**config.mk**
```make
export PLATFORM = sky130hd
export DESIGN_NAME = xpar_mailbox_flat
export DESIGN_NICKNAME = d
export VERILOG_FILES = /design/src/rtl/xpar_mailbox_if.sv /design/src/rtl/xpar_mailbox.sv /design/src/flat_wrapper.sv
export SDC_FILE = /design/constraint.sdc
export NUM_CORES = 1
export LEC_CHECK = 0
export CAP_MARGIN = 0
export CELL_PAD_IN_SITES_DETAIL_PLACEMENT = 1
export CELL_PAD_IN_SITES_GLOBAL_PLACEMENT = 2
export CORE_ASPECT_RATIO = 0.9
export CORE_MARGIN = 2
export CORE_UTILIZATION = 36
export CTS_BUF_LIST = sky130_fd_sc_hd__clkbuf_4 sky130_fd_sc_hd__clkbuf_8
export DETAILED_ROUTE_END_ITERATION = 6
export PLACE_DENSITY = 0.64
export SYNTH_ARGS = -nofsm -noshare
export SYNTH_HDL_FRONTEND = slang
export SYNTH_SLANG_ARGS = --single-unit
```
**constraint.sdc**
```tcl
create_clock -name clk -period 5.4 [get_ports clk]
set_input_delay 1.08 -clock clk [delete_from_list [all_inputs] [get_ports clk]]
set_output_delay 1.08 -clock clk [all_outputs]
set_load 0.005 [all_outputs]
```
**src/rtl/xpar_mailbox_if.sv**
```systemverilog
// rtl/xpar_mailbox_if.sv - parallel-bus and host-stream bundle for xpar_mailbox
//
// Purpose: groups the picoVersat parallel register bus and the host
// valid/ready streams into one bundle.
// Signals:
//   par_addr/par_we/par_wdata  core -> mailbox register access
//   par_rdata                  mailbox -> core read data (combinational)
//   in_valid/in_data/in_ready  host -> RX FIFO stream
//   out_valid/out_data/out_ready TX FIFO -> host stream
// Modports: master = core + host side, slave = mailbox.
interface xpar_mailbox_if #(
  parameter int DATA_W     = 32,
  parameter int PAR_ADDR_W = 8
);
  logic [PAR_ADDR_W-1:0] par_addr;
  logic                  par_we;
  logic [DATA_W-1:0]     par_wdata;
  logic [DATA_W-1:0]     par_rdata;
  logic                  in_valid;
  logic                  in_ready;
  logic [DATA_W-1:0]     in_data;
  logic                  out_valid;
  logic                  out_ready;
  logic [DATA_W-1:0]     out_data;

  modport master (
    output par_addr, par_we, par_wdata, in_valid, in_data, out_ready,
    input  par_rdata, in_ready, out_valid, out_data
  );

  modport slave (
    input  par_addr, par_we, par_wdata, in_valid, in_data, out_ready,
    output par_rdata, in_ready, out_valid, out_data
  );
endinterface

```
**src/rtl/xpar_mailbox.sv**
```systemverilog
// rtl/xpar_mailbox.sv - two-FIFO mailbox between xtop parallel bus and host stream
//
// Purpose: host words are queued in RX, read and popped by the core through
// the register map; core words are pushed into TX and drained by the host.
// Ports:
//   clk  rising-edge clock
//   rst  asynchronous active-low reset
//   bus  xpar_mailbox_if.slave (register bus + host RX/TX streams)
// Register map (full par_addr decode):
//   0 RXDATA  rd: RX head (0 if empty)   wr: pop RX
//   1 STATUS  rd: {tx_cnt[23:16], rx_cnt[15:8], udf, ovf, tx_full, tx_empty, rx_full, rx_empty}
//   2 TXDATA  wr: push TX                 rd: 0
//   3 CLEAR   wr: bit0 clears tx_overflow, bit1 clears rx_underflow
module xpar_mailbox #(
  parameter int DATA_W     = 32,
  parameter int PAR_ADDR_W = 8,
  parameter int DEPTH      = 16
) (
  input logic           clk,
  input logic           rst,
  xpar_mailbox_if.slave bus
);
  localparam int PTR_W = $clog2(DEPTH);
  localparam int CNT_W = PTR_W + 1;

  localparam logic [PAR_ADDR_W-1:0] A_RXDATA = PAR_ADDR_W'(0);
  localparam logic [PAR_ADDR_W-1:0] A_STATUS = PAR_ADDR_W'(1);
  localparam logic [PAR_ADDR_W-1:0] A_TXDATA = PAR_ADDR_W'(2);
  localparam logic [PAR_ADDR_W-1:0] A_CLEAR  = PAR_ADDR_W'(3);

  logic [DATA_W-1:0] r_rx_mem [DEPTH];
  logic [DATA_W-1:0] r_tx_mem [DEPTH];
  logic [PTR_W-1:0]  r_rx_wptr, r_rx_rptr, r_tx_wptr, r_tx_rptr;
  logic [CNT_W-1:0]  r_rx_cnt, r_tx_cnt;
  logic              r_tx_ovf, r_rx_udf;

  logic w_rx_empty, w_rx_full, w_tx_empty, w_tx_full;
  logic w_rx_push, w_rx_pop, w_tx_push, w_tx_pop;
  logic w_rx_pop_req, w_tx_push_req, w_clr_wr;
  logic w_ovf_set, w_udf_set, w_ovf_clr, w_udf_clr;
  logic [31:0]       w_status;
  logic [DATA_W-1:0] w_rdata;

  // Full/empty come only from registered counts: no same-cycle pass-through.
  assign w_rx_empty = (r_rx_cnt == '0);
  assign w_rx_full  = (r_rx_cnt == CNT_W'(DEPTH));
  assign w_tx_empty = (r_tx_cnt == '0);
  assign w_tx_full  = (r_tx_cnt == CNT_W'(DEPTH));

  assign w_rx_pop_req  = bus.par_we && (bus.par_addr == A_RXDATA);
  assign w_tx_push_req = bus.par_we && (bus.par_addr == A_TXDATA);
  assign w_clr_wr      = bus.par_we && (bus.par_addr == A_CLEAR);

  assign w_rx_push = bus.in_valid && !w_rx_full;
  assign w_rx_pop  = w_rx_pop_req && !w_rx_empty;
  assign w_tx_push = w_tx_push_req && !w_tx_full;
  assign w_tx_pop  = !w_tx_empty && bus.out_ready;

  assign w_ovf_set = w_tx_push_req && w_tx_full;
  assign w_udf_set = w_rx_pop_req && w_rx_empty;
  assign w_ovf_clr = w_clr_wr && bus.par_wdata[0];
  assign w_udf_clr = w_clr_wr && bus.par_wdata[1];

  // Storage arrays carry no reset; empty-gating on the read side keeps
  // stale contents invisible after reset.
  always_ff @(posedge clk) begin
    if (w_rx_push) r_rx_mem[r_rx_wptr] <= bus.in_data;
    if (w_tx_push) r_tx_mem[r_tx_wptr] <= bus.par_wdata;
  end

  always_ff @(posedge clk or negedge rst) begin
    if (!rst) begin
      r_rx_wptr <= '0;
      r_rx_rptr <= '0;
      r_tx_wptr <= '0;
      r_tx_rptr <= '0;
      r_rx_cnt  <= '0;
      r_tx_cnt  <= '0;
      r_tx_ovf  <= 1'b0;
      r_rx_udf  <= 1'b0;
    end else begin
      if (w_rx_push) r_rx_wptr <= r_rx_wptr + PTR_W'(1);
      if (w_rx_pop)  r_rx_rptr <= r_rx_rptr + PTR_W'(1);
      if (w_tx_push) r_tx_wptr <= r_tx_wptr + PTR_W'(1);
      if (w_tx_pop)  r_tx_rptr <= r_tx_rptr + PTR_W'(1);

      case ({w_rx_push, w_rx_pop})
        2'b10:   r_rx_cnt <= r_rx_cnt + CNT_W'(1);
        2'b01:   r_rx_cnt <= r_rx_cnt - CNT_W'(1);
        default: r_rx_cnt <= r_rx_cnt;
      endcase
      case ({w_tx_push, w_tx_pop})
        2'b10:   r_tx_cnt <= r_tx_cnt + CNT_W'(1);
        2'b01:   r_tx_cnt <= r_tx_cnt - CNT_W'(1);
        default: r_tx_cnt <= r_tx_cnt;
      endcase

      // Set has priority over clear.
      r_tx_ovf <= w_ovf_set || (r_tx_ovf && !w_ovf_clr);
      r_rx_udf <= w_udf_set || (r_rx_udf && !w_udf_clr);
    end
  end

  assign w_status = {8'd0, 8'(r_tx_cnt), 8'(r_rx_cnt), 2'b00,
                     r_rx_udf, r_tx_ovf, w_tx_full, w_tx_empty, w_rx_full, w_rx_empty};

  // Zero-latency read: xtop samples par_in in the access cycle.
  always_comb begin
    w_rdata = '0;
    if (bus.par_addr == A_RXDATA)
      w_rdata = w_rx_empty ? '0 : r_rx_mem[r_rx_rptr];
    else if (bus.par_addr == A_STATUS)
      w_rdata = DATA_W'(w_status);
  end

  assign bus.par_rdata = w_rdata;
  assign bus.in_ready  = !w_rx_full;
  assign bus.out_valid = !w_tx_empty;
  assign bus.out_data  = w_tx_empty ? '0 : r_tx_mem[r_tx_rptr];
endmodule

```
**src/flat_wrapper.sv**
```systemverilog
// flat-port wrapper written by rule: the top's interface ports become plain ports
module xpar_mailbox_flat 
#(
  parameter int DATA_W     = 32,
  parameter int PAR_ADDR_W = 8,
  parameter int DEPTH      = 16
)
  (clk, rst, bus_par_addr, bus_par_we, bus_par_wdata, bus_in_valid, bus_in_data, bus_out_ready, bus_par_rdata, bus_in_ready, bus_out_valid, bus_out_data);
  xpar_mailbox_if #(.DATA_W(DATA_W), .PAR_ADDR_W(PAR_ADDR_W)) bus_i ();
  input logic clk;
  input logic rst;
  input wire logic [$bits(bus_i.par_addr)-1:0] bus_par_addr;
  input wire logic [$bits(bus_i.par_we)-1:0] bus_par_we;
  input wire logic [$bits(bus_i.par_wdata)-1:0] bus_par_wdata;
  input wire logic [$bits(bus_i.in_valid)-1:0] bus_in_valid;
  input wire logic [$bits(bus_i.in_data)-1:0] bus_in_data;
  input wire logic [$bits(bus_i.out_ready)-1:0] bus_out_ready;
  output wire logic [$bits(bus_i.par_rdata)-1:0] bus_par_rdata;
  output wire logic [$bits(bus_i.in_ready)-1:0] bus_in_ready;
  output wire logic [$bits(bus_i.out_valid)-1:0] bus_out_valid;
  output wire logic [$bits(bus_i.out_data)-1:0] bus_out_data;
  assign bus_i.par_addr = bus_par_addr;
  assign bus_i.par_we = bus_par_we;
  assign bus_i.par_wdata = bus_par_wdata;
  assign bus_i.in_valid = bus_in_valid;
  assign bus_i.in_data = bus_in_data;
  assign bus_i.out_ready = bus_out_ready;
  assign bus_par_rdata = bus_i.par_rdata;
  assign bus_in_ready = bus_i.in_ready;
  assign bus_out_valid = bus_i.out_valid;
  assign bus_out_data = bus_i.out_data;
  xpar_mailbox #(.DATA_W(DATA_W), .PAR_ADDR_W(PAR_ADDR_W), .DEPTH(DEPTH)) u_core (.clk(clk), .rst(rst), .bus(bus_i));
endmodule
```
## Yosys cells after proc, flatten, opt, wreduce, memory -nomap -nowiden

Memories as Yosys holds them, arrays and structs flattened.
Index checks and enable logic that the tools add are counted.

- Bits of input ports: 77
- Bits in latches: 0
- Word-level logic and storage cells: 63
- Memories: 2
- Bits in registers: 28
- Memory bits (read-only): 0
- Output and inout port bits: 66
- RAM bits: 1024

- Div/mod/pow operators: 0
- Magnitude comparators: 0
- Reductions and logical operators: 26
- Add/subtract/negate cells: 8
- Eq/ne operators: 9
- Multipliers: 0
- Bitwise operators: 0
- Multiplexer cells: 10
- Shift operators: 0

Memory list:

| name | words | width | rd ports | clocked after memory_dff | write ports | line | RTL |
|---|---|---|---|---|---|---|---|
| u_core.r_rx_mem | 16 | 32 | 1 | 0 | 1 | xpar_mailbox.sv:31 | `logic [DATA_W-1:0] r_rx_mem [DEPTH];` |
| u_core.r_tx_mem | 16 | 32 | 1 | 0 | 1 | xpar_mailbox.sv:32 | `logic [DATA_W-1:0] r_tx_mem [DEPTH];` |

Operators with widths:

| cell | number |
|---|---|
| $mux W32 | 3 |
| $mux W21 | 1 |
| $pmux W5 S2 | 2 |
| $add A4 B1 Y4 const B | 4 |
| $eq A8 B2 Y1 const B | 2 |
| $logic_and A1 B1 Y1 | 13 |
| $add A5 B1 Y5 const B | 2 |
| $eq A5 B5 Y1 const B | 2 |
| $logic_not A5 Y1 | 2 |
| $sub A5 B1 Y5 const B | 2 |
| $eq A8 B1 Y1 const B | 1 |
| $logic_not A8 Y1 | 1 |
| $logic_not A1 Y1 | 6 |
| $eq A2 B1 Y1 const B | 2 |
| $eq A2 B2 Y1 const B | 2 |
| $mux W1 | 4 |
| $reduce_bool A2 Y1 | 2 |
| $logic_or A1 B1 Y1 | 2 |

## Depth between registers and ports, before layout

Gate-level depths: netlist of run 1.

- Depth in word-level cells: 6
- Gate-level depth with buffers: 13
- Depth with buffers taken out: 10

## Least setup slack after synthesis of run 1

OpenSTA, ideal clock, no wires.

- Path type: in2reg
- Start: in bus_par_addr[3]
- End: mem u_core.r_tx_mem[4][0] (enable)
- Setup slack: -0.472 ns
- Data arrival time: 5.359 ns
- Stages on the path: 6
- Required time: 4.887 ns
- Setup time: 0.513 ns
- Path through: nor4_4 > and4_1 > buf_4 > nand2_2 > buf_6 > nor4b_1

- Cells in the longest elaborated chain, start to end: 5

Ends and longest elaborated chain:

| element | line | RTL |
|---|---|---|
| from (decl) | flat_wrapper.sv:12 | `input wire logic [$bits(bus_i.par_addr)-1:0] bus_par_addr;` |
| $eq A8 B2 Y1 | xpar_mailbox.sv:51 | `assign w_tx_push_req = bus.par_we && (bus.par_addr == A_TXDATA);` |
| $logic_and A1 B1 Y1 | xpar_mailbox.sv:51 |  |
| $logic_and A1 B1 Y1 | xpar_mailbox.sv:56 | `assign w_tx_push = w_tx_push_req && !w_tx_full;` |
| $mux W1 | xpar_mailbox.sv:68 | `if (w_tx_push) r_tx_mem[r_tx_wptr] <= bus.par_wdata;` |
| $mux W1 (implied by the code) | xpar_mailbox.sv:68 |  |
| to (decl) | xpar_mailbox.sv:32 |  |

Every way passes these cells.

## Worst setup path in the final report of run 1

- Start: reg u_core.r_rx_cnt[1]
- End: out bus_par_rdata[21]

- Cells in the longest elaborated chain, start to end: 3

Ends and longest elaborated chain:

| element | line | RTL |
|---|---|---|
| from (decl) | xpar_mailbox.sv:34 | `logic [CNT_W-1:0] r_rx_cnt, r_tx_cnt;` |
| from (signal assigned) | xpar_mailbox.sv:88 | `2'b10: r_rx_cnt <= r_rx_cnt + CNT_W'(1);` |
| from (signal assigned) | xpar_mailbox.sv:89 | `2'b01: r_rx_cnt <= r_rx_cnt - CNT_W'(1);` |
| from (signal assigned) | xpar_mailbox.sv:90 | `default: r_rx_cnt <= r_rx_cnt;` |
| $logic_not A5 Y1 | xpar_mailbox.sv:45 | `assign w_rx_empty = (r_rx_cnt == '0);` |
| $mux W32 | xpar_mailbox.sv:111 | `w_rdata = w_rx_empty ? '0 : r_rx_mem[r_rx_rptr];` |
| $mux W32 | xpar_mailbox.sv:110 | `if (bus.par_addr == A_RXDATA)` |
| to (decl) | flat_wrapper.sv:18 | `output wire logic [$bits(bus_i.par_rdata)-1:0] bus_par_rdata;` |

Every way passes these cells.

==> metrics.md, run 1 <==
| Metric | Value |
|---|---|
| Max VDD drop | ~0.23 mV |
| Clk buf depth | 3 |
| Clock latency at the later pin of the worst-skew pair | a little under 0.9 ns |
| Synth warn | 0 |
| Synth Area in Adders | 0.551% |
| Avg WL per Cell | approximately 27 um |
| Post-CTS sizing | 0 |
| Tmin final | 5.10 ns |
| Main combinational cell family by area after synthesis | multiplexers |
| Post-route ant nets | 0 |
| Syn_nets | between 1,500 and 2,000 |
| Post-CTS setup buffer count | 0 |
| Largest net degree at the start of global routing | 47 |
| Synth Register Bits | between 1,000 and 1,500 |
| Fill count | 10,600 |
| CP arrival | between 4 and 5 ns |
| Post-synthesis simple-gate area fraction | 1.39% |
| Setup TNS | 0 ns |
| Crit end category | output port |
| Final HPWL DP | 54.8 mm |
| Worst endpoint required time | approximately 4.3 ns |
| Final hold vios | 0 |
| Yosys top cell area share | between 70% and 80% |
| TritonCTS buffer count | 170 |
| Row count | around 120 |
| Mux cell area share after synthesis | between 10% and 20% |
| Post-route insts no fill | between 3,000 and 4,000 |
| Layout Area Growth over Synthesis | 17.1% |
| Nets | between 2,000 and 2,500 |
| Critical path type | flip-flop to output port |
| Clock sinks | about 1,100 |
| Synth Flop Type | edfxtp_1 |
| Cts hold-fix bufs | 0 |
| Least-Margin Pin Slew | roughly 1.1 ns |
| Fin area | 0.0478 mm^2 |
| WHS Path Cells | 1 |
| Status | finished, final reports clean |
| Synth top area cells | edfxtp_1 (75%), mux4_2 (14%), mux2i_1 (3.1%) |
| Distinct cells, synth | 57 |
| Number of enable flip-flop cells after synthesis | slightly above 1,000 |
| Initial DRC Count | ~1,600 |
| Hold crit path type | flip-flop to flip-flop |
| Min Hold Slack | 0.516 ns |
| Final setup viols | 0 |
| CTS root buffer | clkbuf_8 |
| Post-Syn Instances | roughly 1,800 |
| Leakage | about 15 nW |
| Setup crit start kind | flip-flop |
| Total gr overflow | 0 |
| Layout cells sized above 1 | 29.3% |
| Worst-path clk slew | 0.07 ns |
| Seq/Total Area, Yosys | 77.0% |
| Vias in the first global route | roughly 21,000 |
| Total track usage | between 15 and 20% |
| Initial Util | between 30% and 40% |
| Setup repair after global routing missed its margin | false |
| Synth Area in XOR/XNOR | less than 1% |
| Port bufs | roughly 140 |
| Initial antenna violation count | 8 |
| H-tree levels | 4 |
| Place WS | between 0.4 and 0.5 ns |
| Avg Inst Size Synth | about 23 um^2 |
| Die Width | between 300 and 400 um |
| Max Freq | roughly 0.20 GHz |
| Power Total | a little over 20 mW |
| First-pass detailed-route iteration total | 5 |
| Fin crit share | roughly 94% |
| Post-synth ARST share | between 2 and 3% |
| Post-DR vias/cell | approximately 5.3 |
| Via count | around 19,000 |
| Synth Area in Compound Gates | under 10% |
| Final Max Slew Viols | 0 |
| Final Util | between 40% and 50% |
| MaxCap Viol Count | 0 |
| Die height | 324 um |
| RD Place Congestion | approximately 0.74 |
| Placed Area | approximately 0.045 mm^2 |
| Clock skew | ~0.047 ns |
| TritonCTS clock tree | built |
| Remaining DRCs | 0 |
| Rel. slew slack | 24.8% |
| Final worst setup slack | 0.303 ns |
| Critical Path Fanout Max | 23 |
| R2r worst-path depth | 10 |
| I/O pin count | 143 |
| First-pass GRT wire length | about 150 mm |
| Synth Cell Area | between 0.04 and 0.05 mm^2 |
| Die footprint | between 0.1 and 0.15 mm^2 |
| Core area | 0.113 mm^2 |
| Post-Route WL | roughly 100 mm |
| Dpl cells | around 3,400 |
| Pwr dens | about 430 mW/mm^2 |
| Largest area contributor in the netlist | edfxtp_1 |
==> synth_stat cells, drive strengths merged (13+ instances only) <==
library cell,n
buf,72
mux2i,128
nor2,28
inv,17
clkbuf,26
o22ai,48
nand2,26
ha,18
mux4,256
xnor2,13
edfxtp,1024
dfrtp,28
==> registers in the layout (all words and copies together), names as in the netlist <==
register and cells:
u_core.r_tx_cnt 5, u_core.r_rx_mem 512, u_core.r_rx_wptr 4, u_core.r_tx_wptr 4
u_core.r_tx_ovf 1, u_core.r_rx_rptr 4, u_core.r_tx_rptr 4, u_core.r_rx_cnt 5
u_core.r_rx_udf 1, u_core.r_tx_mem 512
==> routing by layer <==
layer	global-route usage, %	vias up	wire (um)
met5	0	-	36
met2	28.8	540	49400
met3	3.77	166	5350
met1	22.9	10600	43200
li1	-	8217	-
met4	6.42	6	2300
==> report_power, final <==
group	switching, mW	total [mW]	internal (mW)
combinational	2.04	4.15	2.11
sequential	0.512	9.95	9.44
clock	3.19	6.67	3.48
==> path summary, 6_finish.rpt <==
| path | endpoint | slack [ns] | from |
|---|---|---|---|
| setup / recovery | bus_par_rdata[21] | 0.30 | u_core.r_rx_cnt[1] |
| hold / removal | u_core.r_rx_rptr[3] | 0.52 | u_core.r_rx_rptr[3] |
| setup reg to reg | u_core.r_rx_cnt[4] | 2.09 | u_core.r_rx_cnt[1] |
| hold reg to reg | u_core.r_rx_rptr[3] | 0.52 | u_core.r_rx_rptr[3] |
| max in group asynchronous | u_core.r_rx_rptr[1] | 4.39 | rst |
| min in group asynchronous | u_core.r_rx_cnt[2] | 0.62 | rst |
==> cells by family (layout without fill, tap and decap cells) <==
group                      Yosys count  in the layout
xor gates and xnor gates            22             22
adders and majority gates           18             18
AOI/OAI and AO/OA                   96             96
DFF                               1052           1052
other                                0              4
muxes                              389            389
buffers and inverters              115            531
and+or+nand+nor                    107            107
==> cell type report <==
type / instances / area [um^2] / area share (%)
Tap cell: 1487 / 1860 / 3.89
Timing Repair Buffer: 214 / 2160 / 4.52
Clock buffer: 229 / 2800 / 5.84
Multi-Input combinational cell: 632 / 9010 / 18.8
Clock inverter: 71 / 457 / 0.955
Antenna cell: 4 / 10.0 / 0.0209
Inverter: 17 / 63.8 / 0.133
Sequential cell: 1052 / 31500 / 65.8
==> layout by cell type (no fill, tap or decap), types with 5 or more instances in the layout <==
cell             synthesis  routed
edfxtp_1              1024    1024
mux4_2                 256     256
clkbuf_8                 0     172
clkdlybuf4s50_1          0     142
mux2i_1                128     128
clkbuf_4                 0      57
buf_4                   23      56
o22ai_1                 48      48
clkinv_1                 0      37
nand2_1                 25      24
dfrtp_1                 28      22
nor2_4                   0      20
ha_1                    18      18
inv_1                   17      17
clkinv_2                 0      16
buf_12                   0      16
xnor2_1                 13      13
xor2_1                   9       9
nor2_1                  28       8
nand3_1                  7       7
a21oi_1                  7       7
dfrtp_4                  0       6
nor4_2                   1       5
o221ai_2                 5       5
or3_1                    6       5
o21ai_0                  5       5
mux2_2                   5       5
==> worst max-delay path, stage by stage (launching register included) <==
cell             delay, ns
dfrtp_1               0.51
or4_4                 0.59
o21ai_4               0.33
or2_1                 0.91
o22ai_1               0.26
clkdlybuf4s50_1       0.51
Power figures use the tool's default switching activity.
==> inputs of run 2 (changes only) <==
Settings changed: CORE_ASPECT_RATIO 0.9 to 1.5.
==> run 2 against run 1 <==
Compared with the run above:
- hold slack got worse by 0.15 ns
- utilization fell by 0.26 points
- highest routed layer unchanged
- final cell count fell by 1.5%
- wire length rose by 2.0%
- largest cell class unchanged
- clock power fell by 4.0%
- cell area fell by 0.67%
==> metrics.md, run 2 (synthesis gave the netlist of run 1 again) <==
| Metric | Value |
|---|---|
| Critical Path Fanout Max | 14 (-39%) |
| Met1 Use GR | 21.5% (-1.5 points) |
| Die footprint | 0.116 mm^2 (about the same) |
| Layout cells sized above 1 | 28.6% (-0.75 points) |
| Final Max Slew Viols | 0 (unchanged) |
| CTS root buffer | clkbuf_8 |
| Multi-input logic area | 0.00901 mm^2 (unchanged) |
| First-pass detailed-route iteration total | 5 (unchanged) |
| Fin area | 0.0475 mm^2 (-0.67%) |
| Leakage | 14.7 nW (-0.84%) |
| Post-DR vias/cell | 5.30 (+0.75%) |
| TritonCTS buffer count | 158 (-7.1%) |
| Row count | 151 (+29%) |
| Flip-flop and latch area | 0.0315 mm^2 (unchanged) |
| Fin crit share | 93.6% (-0.79 points) |
| Critical Path, Cell by Cell | or4_4 -> o21ai_4 -> or2_1 -> buf_4 -> o22ai_1 -> clkdlybuf4s50_1 |
| Least-Margin Pin Slew | 1.03 ns (-0.0999 ns) |
| Die Width | 279 um (-22%) |
| Switching share of power | 27.3% (-0.41 points) |
| Die height | 417 um (+29%) |
| Sequential share of power | 48.8% (+0.9 points) |
| Total track usage | 17.8% (+0.39 points) |
| Post-CTS setup buffer count | 0 (unchanged) |
| Buf/Inv on CP | 2 (+1) |
| Clock sinks | 1,052 (unchanged) |
| Avg WL per Cell | 28.0 um (+3.6%) |
| Fill count | 10,500 (-0.33%) |
| Dpl cells | 3,367 (-1.0%) |
| Nets | 2,169 (-0.60%) |
| RD Place Congestion | 0.727 (-1.6%) |
| Initial antenna violation count | 7 (-1) |
| Crit end category | output port |
| Top delay family on crit path | simple AND/OR/NAND/NOR gates |
| Post-route insts no fill | 3,650 (-1.5%) |
| Total gr overflow | 0 (unchanged) |
| MaxCap Viol Count | 0 (unchanged) |
| Tmin final | 5.05 ns (-0.0425 ns) |
| Final setup viols | 0 (unchanged) |
| Layout Area Growth over Synthesis | 16.3% |
| Rel. slew slack | 31.4% (+6.7 points) |
| Logic gate share of total power | 19.9% (about the same) |
| Most frequent cells in the layout | edfxtp_1 (1,024), mux4_2 (256), clkbuf_8 (168) |
| H-tree levels | 4 (unchanged) |
| Setup repair after global routing missed its margin | false |
| Pwr dens | 430 mW/mm^2 (-1.1%) |
| Top Usage Layer GRT | met2 |
| Net Switching | 5.56 mW (-3.2%) |
| Worst r2r dst | u_core.r_rx_cnt[4] |
| Post-CTS sizing | 0 (unchanged) |
| Critical path type | flip-flop to output port |
| Clock latency at the later pin of the worst-skew pair | 0.85 ns (-0.03 ns) |
| Top flop regs | u_core.r_rx_mem x512, u_core.r_tx_mem x512 |
| Port bufs | 142 (unchanged) |
| M2 GR Usage | 32.0% (+3.2 points) |
| Post-Route WL | 102 mm (+2.0%) |
| Worst r2r src | u_core.r_rx_cnt[1] |
| Max VDD drop | 0.241 mV (+3.7%) |
| Vias in the first global route | 21,400 (+0.34%) |
| Max Freq | 0.198 GHz (+0.84%) |
| Clock skew | 0.0350 ns (-0.0119 ns) |
| Status | finished, final reports clean |
| First-pass GRT wire length | 149 mm (+1.4%) |
| Hold crit path type | primary input to asynchronous set/reset pin |
| Clock Power Share | 31.4% (-0.7 points) |
| Placed Area | 0.0444 mm^2 (-0.32%) |
| Commonest non-fill, non-tap cell in the layout | edfxtp_1 |
| Remaining DRCs | 0 (unchanged) |
| Worst endpoint required time | 4.32 ns (about the same) |
| R2r worst-path depth | 10 (unchanged) |
| Worst-path clk slew | 0.07 ns (about the same) |
| Met3 global-route usage | 3.37% (-0.40 points) |
| Worst path slowest cell | or2_1 |
| CP arrival | 3.97 ns (-0.05 ns) |
| Via count | 19,300 (-0.77%) |
| Cts hold-fix bufs | 0 (unchanged) |
| Initial Util | 36.2% (about the same) |
| R2r setup slk | 1.79 ns (-0.30 ns) |
| Final HPWL DP | 57.8 mm (+5.4%) |
| Core area | 0.113 mm^2 (about the same) |
| Initial DRC Count | 1,396 (-11%) |
| Int Pwr | 14.8 mW (-1.2%) |
| Crit path largest cell delay | 0.64 ns (-0.27 ns) |
| TritonCTS clock tree | built |
| Clk buf depth | 3 (unchanged) |
| Setup crit start kind | flip-flop |
| Final hold vios | 0 (unchanged) |
| Post-route ant nets | 0 (unchanged) |
| I/O pin count | 143 (unchanged) |
| Largest net degree at the start of global routing | 52 (+11%) |
==> run 2: cell count changes in the layout (fill, tap and decap cells not counted), moves of 2 or more <==
cell and change:
clkbuf_4 -9, clkbuf_8 -4, diode_2 -3, clkinv_2 -4
clkinv_1 +4, clkinvlp_4 -3, buf_12 -7, inv_12 -2
buf_4 +6
==> run 2: how the worst max path moves through the flow <==
stage                   startpoint                    end  slack (ns)  depth (start not counted)
2_1_floorplan      bus_par_addr[3]  u_core.r_tx_mem[4][0]       -0.47                          6
3_3_place_gp       bus_par_addr[0]       bus_par_rdata[0]        0.53                          8
3_5_place_dp       bus_par_addr[0]       bus_par_rdata[0]        0.52                          8
4_1_cts         u_core.r_rx_cnt[0]       bus_par_rdata[7]        0.17                          6
5_1_grt        u_core.r_rx_rptr[0]      bus_par_rdata[20]        0.12                          5
6_report        u_core.r_rx_cnt[1]       bus_par_rdata[7]        0.35                          6
==> run 2: metal layers <==
layer / share of wire [%] / up-vias
met5: 0.035 / -
met4: 2.5 / 6
met3: 4.0 / 151
met2: 54 / 511
met1: 40 / 10500
li1: - / 8181
==> run 2: final cells by class <==
class,count,share of cell area (%)
multi-input combinational,632,19.0
timing repair buffer,213,4.34
antenna,1,0.00527
tap,1453,3.83
clock inverter,66,0.859
clock buffer,216,5.63
sequential,1052,66.2
inverter,17,0.134
==> run 2: stage by stage <==
stage / setup WS, ns / setup TNS [ns] / utilization, % / power (mW) / hold slack [ns]
global route: 0.118 / 0 / 42.1 / 21.3 / 0.353
CTS: 0.175 / 0 / 42.1 / 20.7 / 0.295
finish: 0.346 / 0 / 42.1 / 20.4 / 0.367
detailed placement: 0.515 / 0 / 39.4 / 14.3 / 0.507
floorplan: -0.472 / -82.44 / - / 12.4 / 0.474
global placement: 0.533 / 0 / 39.4 / 14.2 / 0.513
==> run 2: power by group through the flow <==
stage	sequential (mW)	combinational [mW]	clock, mW
final	9.95	4.06	6.40
after global routing	10.0	4.36	6.90
after CTS	9.97	4.17	6.61
after detailed placement	10.1	4.16	0
after global placement	10.1	4.10	0
after floorplan	9.71	2.71	0
